==> src/rtl/chart_sequencer.sv <==
// Chart sequencer: walks a delta/lane-mask chart ROM and fires note spawn pulses on the tick grid.
// Optional build macro CHART_LOOP_EN: the end marker restarts the chart from address 0 instead of finishing.
module chart_sequencer #(
  parameter int ADDR_W  = 8,
  parameter int DELTA_W = 12
) (
  input  logic                 clk,
  input  logic                 reset,
  input  logic                 start,
  input  logic                 pause,
  input  logic                 tick,
  output logic [ADDR_W-1:0]    rom_addr,
  input  logic [DELTA_W+3:0]   rom_data,
  output logic                 spawn_green,
  output logic                 spawn_yellow,
  output logic                 spawn_blue,
  output logic                 spawn_orange,
  output logic                 spawn_valid,
  output logic                 busy,
  output logic                 done
);

  typedef enum logic [2:0] {
    S_IDLE  = 3'd0,
    S_FETCH = 3'd1,
    S_LOAD  = 3'd2,
    S_WAIT  = 3'd3,
    S_EMIT  = 3'd4,
    S_DONE  = 3'd5
  } state_t;

  state_t               state_q, state_d;
  logic [ADDR_W-1:0]    addr_q, addr_d;
  logic [DELTA_W-1:0]   count_q, count_d;
  logic [3:0]           mask_q, mask_d;

  logic [DELTA_W-1:0]   rom_delta;
  logic [3:0]           rom_mask;
  logic                 end_marker;
  logic                 addr_last;
  logic                 tick_ok;

  assign rom_delta  = rom_data[DELTA_W+3:4];
  assign rom_mask   = rom_data[3:0];
  assign end_marker = (rom_delta == '0) && (rom_mask == '0);
  assign addr_last  = (addr_q == {ADDR_W{1'b1}});
  assign tick_ok    = tick && !pause;

  always_ff @(posedge clk) begin
    if (reset) begin
      state_q <= S_IDLE;
      addr_q  <= '0;
      count_q <= '0;
    end else begin
      state_q <= state_d;
      addr_q  <= addr_d;
      count_q <= count_d;
    end
  end

  // The latched lane mask only reaches the outputs in EMIT, so it needs no reset.
  always_ff @(posedge clk) begin
    mask_q <= mask_d;
  end

  always_comb begin
    state_d = state_q;
    addr_d  = addr_q;
    count_d = count_q;
    mask_d  = mask_q;
    case (state_q)
      S_IDLE, S_DONE: begin
        if (start) begin
          addr_d  = '0;
          state_d = S_FETCH;
        end
      end
      S_FETCH: state_d = S_LOAD;
      S_LOAD: begin
        if (end_marker) begin
`ifdef CHART_LOOP_EN
          addr_d  = '0;
          state_d = S_FETCH;
`else
          state_d = S_DONE;
`endif
        end else begin
          count_d = rom_delta;
          mask_d  = rom_mask;
          state_d = (rom_delta == '0) ? S_EMIT : S_WAIT;
        end
      end
      S_WAIT: begin
        if (tick_ok) begin
          count_d = count_q - DELTA_W'(1);
          if (count_q == DELTA_W'(1)) state_d = S_EMIT;
        end
      end
      S_EMIT: begin
        // The last ROM word ends the chart rather than wrapping to address 0.
        if (addr_last) begin
          state_d = S_DONE;
        end else begin
          addr_d  = addr_q + ADDR_W'(1);
          state_d = S_FETCH;
        end
      end
      default: state_d = S_IDLE;
    endcase
  end

  always_comb begin
    spawn_green  = 1'b0;
    spawn_yellow = 1'b0;
    spawn_blue   = 1'b0;
    spawn_orange = 1'b0;
    spawn_valid  = 1'b0;
    busy         = 1'b0;
    done         = 1'b0;
    case (state_q)
      S_FETCH, S_LOAD, S_WAIT: busy = 1'b1;
      S_EMIT: begin
        busy         = 1'b1;
        spawn_green  = mask_q[3];
        spawn_yellow = mask_q[2];
        spawn_blue   = mask_q[1];
        spawn_orange = mask_q[0];
        spawn_valid  = |mask_q;
      end
      S_DONE:  done = 1'b1;
      default: ;
    endcase
  end

  assign rom_addr = addr_q;

endmodule
==> config.mk <==
export PLATFORM = sky130hd
export DESIGN_NAME = chart_sequencer
export DESIGN_NICKNAME = d
export VERILOG_FILES = /design/src/rtl/chart_sequencer.sv
export SDC_FILE = /design/constraint.sdc
export NUM_CORES = 1
export LEC_CHECK = 0
export CAP_MARGIN = 20
export CORE_MARGIN = 3
export CORE_UTILIZATION = 34
export CTS_CLUSTER_SIZE = 12
export DETAILED_ROUTE_END_ITERATION = 16
export RECOVER_POWER = 50
export SLEW_MARGIN = 40
export SYNTH_ARGS = -nofsm -noshare
export SYNTH_HDL_FRONTEND = slang
export SYNTH_SLANG_ARGS = --single-unit
==> constraint.sdc <==
create_clock -name clk -period 2.85 [get_ports clk]
set_input_delay 0.285 -clock clk [delete_from_list [all_inputs] [get_ports clk]]
set_output_delay 0.285 -clock clk [all_outputs]
set_load 0.02 [all_outputs]
==> impl_results.md <==
* CP Data Arrival Time at 2620 ps
* Ant diodes at 0
* Io pins at 36
* Most common cell after layout, fill and taps aside: dfxtp_1
* DR vias at 1584
* Worst-path maximum fanout at 8
* Worst hold path type: flip-flop to flip-flop
* Initial DRC Count at 124
* Gates resized, CTS repair at 0
* Post-CTS Setup Inserts at 0
* Worst reg2reg endpoint: rom_addr[4]
* Synthesis Warnings at 0
* Critical R2R Launch: state_q[2]
* Worst slew pin tran at 954 ps
* Final period util at 84.5%
* Final Hold Fails at 0
* Synth cell types at 55
* Worst-path clk slew at 100 ps
* DR WL met2 at 1.73 mm
* RSZ-0062 raised after global routing: false
* Htree depth at 1
* Mapped Nets at 212
* Final setup vio count at 0
* Final number of max-transition violations at 0
* Most frequent cells in the layout: dfxtp_1 (23), clkdlybuf4s50_1 (22), nor2_1 (16), a21oi_1 (16), dlygate4sd3_1 (13)
* Port bufs at 35
* Outcome: completed
* Ys flop type: dfxtp_1
* Final WL at 3.92 mm
* Avg Synthesized Cell Area at 8.82 um2
* Sequential element share of the synthesized area at 35.0%
* VDD IR max at 261 uV
* GRT Residual Overflow at 0
* HP Start: count_q[10]
* Die area at 5750 um2
* Post-Syn Instances at 188
* Cell Pwr Density at 480 nW/um2
* Longest Clk Path Bufs at 2
* Final Skew at 6.67 ps
* Post-route minimum period at 2410 ps
* CTS Buf Count at 3
* Max-Cap Viols at 0
* Critical Path Start Type: primary input
* GRT Util Overall at 14.4%
* Slew HR at 36.2%
* Synth Register Bits at 27
* Worst EP required at 3060 ps
* Pleak at 0.706 nW
* Clk sinks at 27
* Post-route antenna net violation count at 0
* Clk root buf: clkbuf_8
* Core area at 4530 um2
* Initial antenna violation count at 0
* Number of synthesized flops with an enable pin at 4
* Hold path endpoint: count_q[10]
* Area grow syn2layout at 23.5%
* Initial Util at 36.6%
* DR WL/cell at 13.8 um
* Detailed Routing Iterations Pass 1 at 4
* Reg2reg path depth at 5
* Uppermost routed layer: met4
* Drt via density at 5.58
* Layout cells sized above 1 at 9.59%
* Post-Syn Area at 1660 um2
* Fmax at 415 MHz
* Layout Nets at 244
* Final instance area at 2050 um2
* CTS tree: done
* Residual DRC at 0
* WL met3 at 244 um
* # hold bufs at CTS at 0
* Cells on Worst Hold Path at 2
* Met1 wire length at 1.94 mm
* Clk_lat worst skew at 270 ps
* Largest net degree at the start of global routing at 26
* Number of global-route vias before repair at 1360
* Async SR Flop Fraction at 0%
* Row Count at 24
* WS Path Type: primary input to flip-flop
* Final TNS setup at 0 ps
* Final Total Pwr at 983 uW
* Flop2flop setup slack at 520 ps
* Die Wd at 75.8 um
* Die Y at 75.8 um
* Post-DP HPWL at 2.93 mm
* RD Place Congestion at 0.758
* Critical Path End Type: flip-flop
* Placed Area at 2020 um2
* First-pass GRT wire length at 6.44 mm
[synthesized netlist by cell type, drive strengths merged (3+ instances only)]
| cell | n | area, um2 |
|---|---|---|
| clkbuf | 4 | 26.3 |
| o31ai | 7 | 52.6 |
| o22ai | 8 | 56.3 |
| and2 | 3 | 21.3 |
| edfxtp | 4 | 120 |
| nor3b | 3 | 33.8 |
| or3 | 4 | 25.0 |
| nor3 | 8 | 61.3 |
| nand3 | 7 | 35.0 |
| nor4 | 6 | 56.3 |
| dfxtp | 23 | 460 |
| o21ai | 6 | 30.0 |
| nand2 | 12 | 45.0 |
| or4 | 5 | 41.3 |
| nor2 | 18 | 77.6 |
| and3 | 5 | 31.3 |
| nand4 | 3 | 18.8 |
| buf | 6 | 55.1 |
| inv | 7 | 26.3 |
| a22oi | 6 | 45.0 |
| a21oi | 17 | 88.8 |
| ha | 3 | 37.5 |
[logic make-up (layout without fill, tap and decap cells)]
| group | after synthesis | count (layout) | synth area share (%) |
|---|---|---|---|
| and+or+nand+nor | 81 | 81 | 31.2 |
| AOI/OAI and AO/OA | 58 | 58 | 23.9 |
| DFF | 27 | 27 | 35.0 |
| buffers and inverters | 17 | 48 | 6.49 |
| adders and majority gates | 3 | 3 | 2.26 |
| xor gates and xnor gates | 2 | 2 | 1.06 |
[report_power, final]
group,internal (mW),total [mW],switching (mW)
clock,0.0992,0.225,0.126
sequential,0.418,0.463,0.0442
combinational,0.128,0.295,0.167
total,0.646,0.983,0.337
[worst max-delay path: stages]
cell           delay [ps]
dlygate4sd3_1         560
nor4_1                570
nand4_1               330
and2_0                340
or2_1                 370
o22ai_2               170
[through the flow]
step | cells | setup WS [ps] | utilization, % | hold slack (ps)
floorplan | 188 | 1170 | - | 384
global placement | 280 | 393 | 44.6 | 469
detailed placement | 280 | 365 | 44.6 | 478
CTS | 284 | 606 | 45.7 | 498
global route | 284 | 230 | 45.2 | 522
finish | 284 | 442 | 45.2 | 497
[sequential cells by signal, summed over array words and instances (netlist names)]
register and flops:
rom_addr 8, mask_q 4, count_q 12, state_q 3
[final cells by class]
type	count	area [um2]
fill	461	2490
clock inverter	1	7.51
multi-input combinational	144	946
clock buffer	3	41.3
inverter	7	26.3
timing repair buffer	37	365
tap	65	81.3
sequential	27	581
[metal layers]
layer	global-route usage [%]	vias to the layer above
met4	2.33	0
met2	22.5	54
li1	-	783
met1	21.0	745
met3	2.51	2
met5	0	-
[worst max path at each step]
| stage | startpoint | to | slack (ps) | cells after the start |
|---|---|---|---|---|
| floorplan | rom_addr[0] | rom_addr[3] | 1170 | 7 |
| global route | state_q[2] | rom_addr[4] | 230 | 5 |
| detailed placement | rom_data[1] | count_q[4] | 360 | 6 |
| global placement | rom_data[1] | count_q[4] | 390 | 6 |
| finish | rom_data[1] | count_q[4] | 440 | 6 |
| CTS | state_q[2] | spawn_valid | 610 | 3 |
Note: power is estimated with default switching activity, not from simulation.
==> edit 1, RTL diff (config.mk and constraints unchanged) <==
Build with the macro `CHART_LOOP_EN` defined.
--- a/src/rtl/chart_sequencer.sv
+++ b/src/rtl/chart_sequencer.sv
@@ -1,5 +1,7 @@
 // Chart sequencer: walks a delta/lane-mask chart ROM and fires note spawn pulses on the tick grid.
 // Optional build macro CHART_LOOP_EN: the end marker restarts the chart from address 0 instead of finishing.
+`define CHART_LOOP_EN
+
 module chart_sequencer #(
   parameter int ADDR_W  = 8,
   parameter int DELTA_W = 12
Formal check against the unedited RTL: not equivalent (Yosys sat finds a counterexample within 4 cycles, from zero or initial values and one cycle with reset high).
==> edit 1 against the unedited design <==
Total power down 6.3%. Design area increased by 2.7%. Combinational power is 13% lower. Wire length rose by 5.0%. Area after synthesis grew 0.45%. Via count rose by 4.9%. Count of clock-buffer cells in the layout stayed put. Sequential cell count did not move. Critical path depth decreased by 1. Worst setup slack gained 0.077 ns. Sequential share of layout area is 0.74 points lower. Sequential power down 5.6%. Largest cell class unchanged.
==> edit 1: results (changes against the unedited design) <==
Global routing
The global-route met3 utilization is 3.191% (+0.68 points). The global-route met2 utilization is 23.85% (+1.3 points). The number of global-route vias before repair is 1503 (+11%). The largest net degree at the start of global routing was 27 (+3.8%).

The met1 track utilization from global routing is 18.26% (-2.7 points). The global-route wire length before repair is 6824 um (+6.0%).

Power and ir drop
The worst ir drop on vdd is 0.2748 mV (+5.1%). The internal power consumption is 619.5 uW (-4.1%). The proportion of power drawn by flip-flops and latches is 47.4% (+0.3 points). The portion of total power attributed to the clock network is 24.6% (+1.7 points).

The leakage power figure is 0.7522 nW (+6.5%).

Final layout
The layout cell share with drive strength beyond 1 was 9.544% (-0.045 points).

Place
The worst setup slack after placement is 0.3609 ns (-0.003739 ns). The placer congestion estimate was 0.7959 (+5.1%). The post-placement cell area is 2054 um^2 (+1.5%).

Critical path
The delay of the slowest cell on the worst path came to 0.60 ns (+0.03 ns). The cell type of the slowest stage on the worst timing path is or4_1. The largest driver fanout on the critical path was 10 (+2).

Timing
The actual slew at the worst max-slew pin is 0.8160 ns (-0.1376 ns). The clock skew is 0.008204 ns (+0.001531 ns).

Routing
The first-iteration detailed-routing DRC count is 96 (-23%). The met1 layer wirelength in the final routing is 1986 um (+2.4%).

Status
The run finished with clean final reports.

Synthesis
The synthesized instance count is 211 (+12%). The post-synthesis cell type count is 54 (-1.8%). The net count of the mapped netlist came to 235 (+11%).
-- edit 1: final timing paths --
check                                  start          end  slack [ns]
worst min register to register    count_q[9]   count_q[9]        0.48
worst min-delay path              count_q[9]   count_q[9]        0.48
worst max register to register    state_q[1]  rom_addr[7]        0.68
worst max-delay path            rom_data[14]   count_q[0]        0.52
-- edit 1: area by class of cell --
type | instances | area [um^2]
Fill cell | 471 | 2431
Multi-Input combinational cell | 168 | 1005
Sequential cell | 27 | 580.6
Timing Repair Buffer | 38 | 372.9
Tap cell | 65 | 81.33
Clock buffer | 3 | 41.29
Inverter | 4 | 15.01
Clock inverter | 1 | 7.507
-- edit 1: cells by family after synthesis --
logic type	count (synthesis)	synth area share, %
adders and majority gates	3	2.254
and+or+nand+nor	96	30.65
AOI/OAI and AO/OA	66	25.70
DFF	27	34.86
buffers and inverters	16	4.808
xor gates and xnor gates	2	1.052
muxes	1	0.6761
==> edit 2, RTL diff (config.mk and constraints unchanged) <==
Made on the original files. `addr_q` no longer has a reset.
--- a/src/rtl/chart_sequencer.sv
+++ b/src/rtl/chart_sequencer.sv
@@ -49,13 +49,15 @@
   always_ff @(posedge clk) begin
     if (reset) begin
       state_q <= S_IDLE;
-      addr_q  <= '0;
       count_q <= '0;
     end else begin
       state_q <= state_d;
-      addr_q  <= addr_d;
       count_q <= count_d;
     end
+  end
+
+  always_ff @(posedge clk) begin
+    addr_q <= addr_d;
   end
 
   // The latched lane mask only reaches the outputs in EMIT, so it needs no reset.
Function: differs if reset is asserted again (counterexample within 10 cycles, from zero or initial values and one cycle with reset high); with reset held inactive, the same outputs for 10 cycles.
==> edit 2 against the unedited design <==
Sequential share of layout area rose by 4.0 points. Highest routed layer unchanged. Maximum frequency fell by 2.7%. Utilization rose by 0.72 points. Register-to-register slack got worse by 0.03 ns. Wire length rose by 1.1%. Area after synthesis fell by 3.5%. Worst setup slack got worse by 0.066 ns. Die area fell by 3.2%. Sequential cell count did not move. Critical path depth fell by 2. Via count fell by 5.4%. Design area fell by 0.43%. Clock skew fell by 0.0053 ns.
Power is not compared: it rests on default switching activity, and its combinational part moved more than twofold at a synthesized area within 25%.
==> edit 2: results (changes against the unedited design) <==
Routing
The total length of routed met3 wires is 180 um (-26%). The first-iteration detailed-routing DRC count is 86 (-31%). The met1 layer wirelength in the final routing was 1927 um (-0.62%). The total length of routed wires is 3962 um (+1.1%).

Global routing
The global-route met2 utilization is 21.76% (-0.77 points). The met1 track utilization from global routing is 23.15% (+2.2 points). The global-route wire length before repair was 6603 um (+2.6%).

The number of global-route vias before repair came to 1339 (-1.5%). The largest net degree at the start of global routing came to 18 (-31%).

Place
The estimated wirelength of the detail-placed design came to 2952 um (+0.74%). The placer congestion estimate came to 0.8187 (+8.1%). The post-placement cell area came to 1998 um^2 (-1.2%).

The placed cell count is 265 (-5.4%). The worst setup slack after placement was 0.5231 ns (+0.1585 ns).

Critical path
The slowest stage of the critical path is the clkdlybuf4s50_1 cell. The startpoint identified for the worst register-to-register timing path is count_q[0]. The delay of the slowest cell on the worst path is 0.61 ns (+0.04 ns).

Final layout
The final-layout clock-cell area share was 2.209% (-0.17 points). The final net count is 242 (-0.82%). The clock tree buffer count of the final layout was 4 (+1). The inverter count of the layout excluding clock inverters is 4 (-3). The buffer share of cell area was 17.73% (-0.11 points).

Synthesis
The count of flip-flops with a built-in enable after synthesis was 12 (+8). The cell area after synthesis is 1600 um^2 (-3.5%). The synthesized instance count is 185 (-1.6%).

Counting instances in the post-synthesis netlist gives the leading cell types as nor2_1 (18), nand2_1 (17), dfxtp_1 (15), o21ai_0 (13), edfxtp_1 (12). By area the synthesized netlist is led by edfxtp_1 (23%), dfxtp_1 (19%), nor2_1 (4.2%). The portion of the post-synthesis area used by sequential elements is 41.28% (+6.3 points). The net count of the mapped netlist is 209 (-1.4%).

Timing
The relative slew slack is 59.98% (+24 points). The clock skew was 0.001342 ns (-0.005330 ns).

Status
The run finished with clean final reports.

Min path
The startpoint of the most critical hold path is count_q[1].
edit 2: cell count changes after synthesis, moves of 6 or more:
| cell | before | now |
|---|---|---|
| edfxtp_1 | 4 | 12 |
| dfxtp_1 | 23 | 15 |
| o22ai_1 | 7 | 1 |
| o21ai_0 | 6 | 13 |
| clkbuf_1 | 2 | 8 |
| a21oi_1 | 16 | 10 |
edit 2: path summary, 6_finish.rpt:
path,endpoint,slack (ns),cells after the start
max,spawn_valid,0.38,4
min,count_q[1],0.50,2
max reg2reg,count_q[10],0.49,7
min reg2reg,count_q[1],0.50,2
edit 2: cells by family after synthesis:
logic type                 Yosys count  synth area share [%]
DFF                                 27                 41.28
buffers and inverters               13                 3.049
adders and majority gates            3                 2.346
AOI/OAI and AO/OA                   46                 18.76
and+or+nand+nor                     86                 28.85
xor gates and xnor gates             7                 3.831
muxes                                3                 1.877
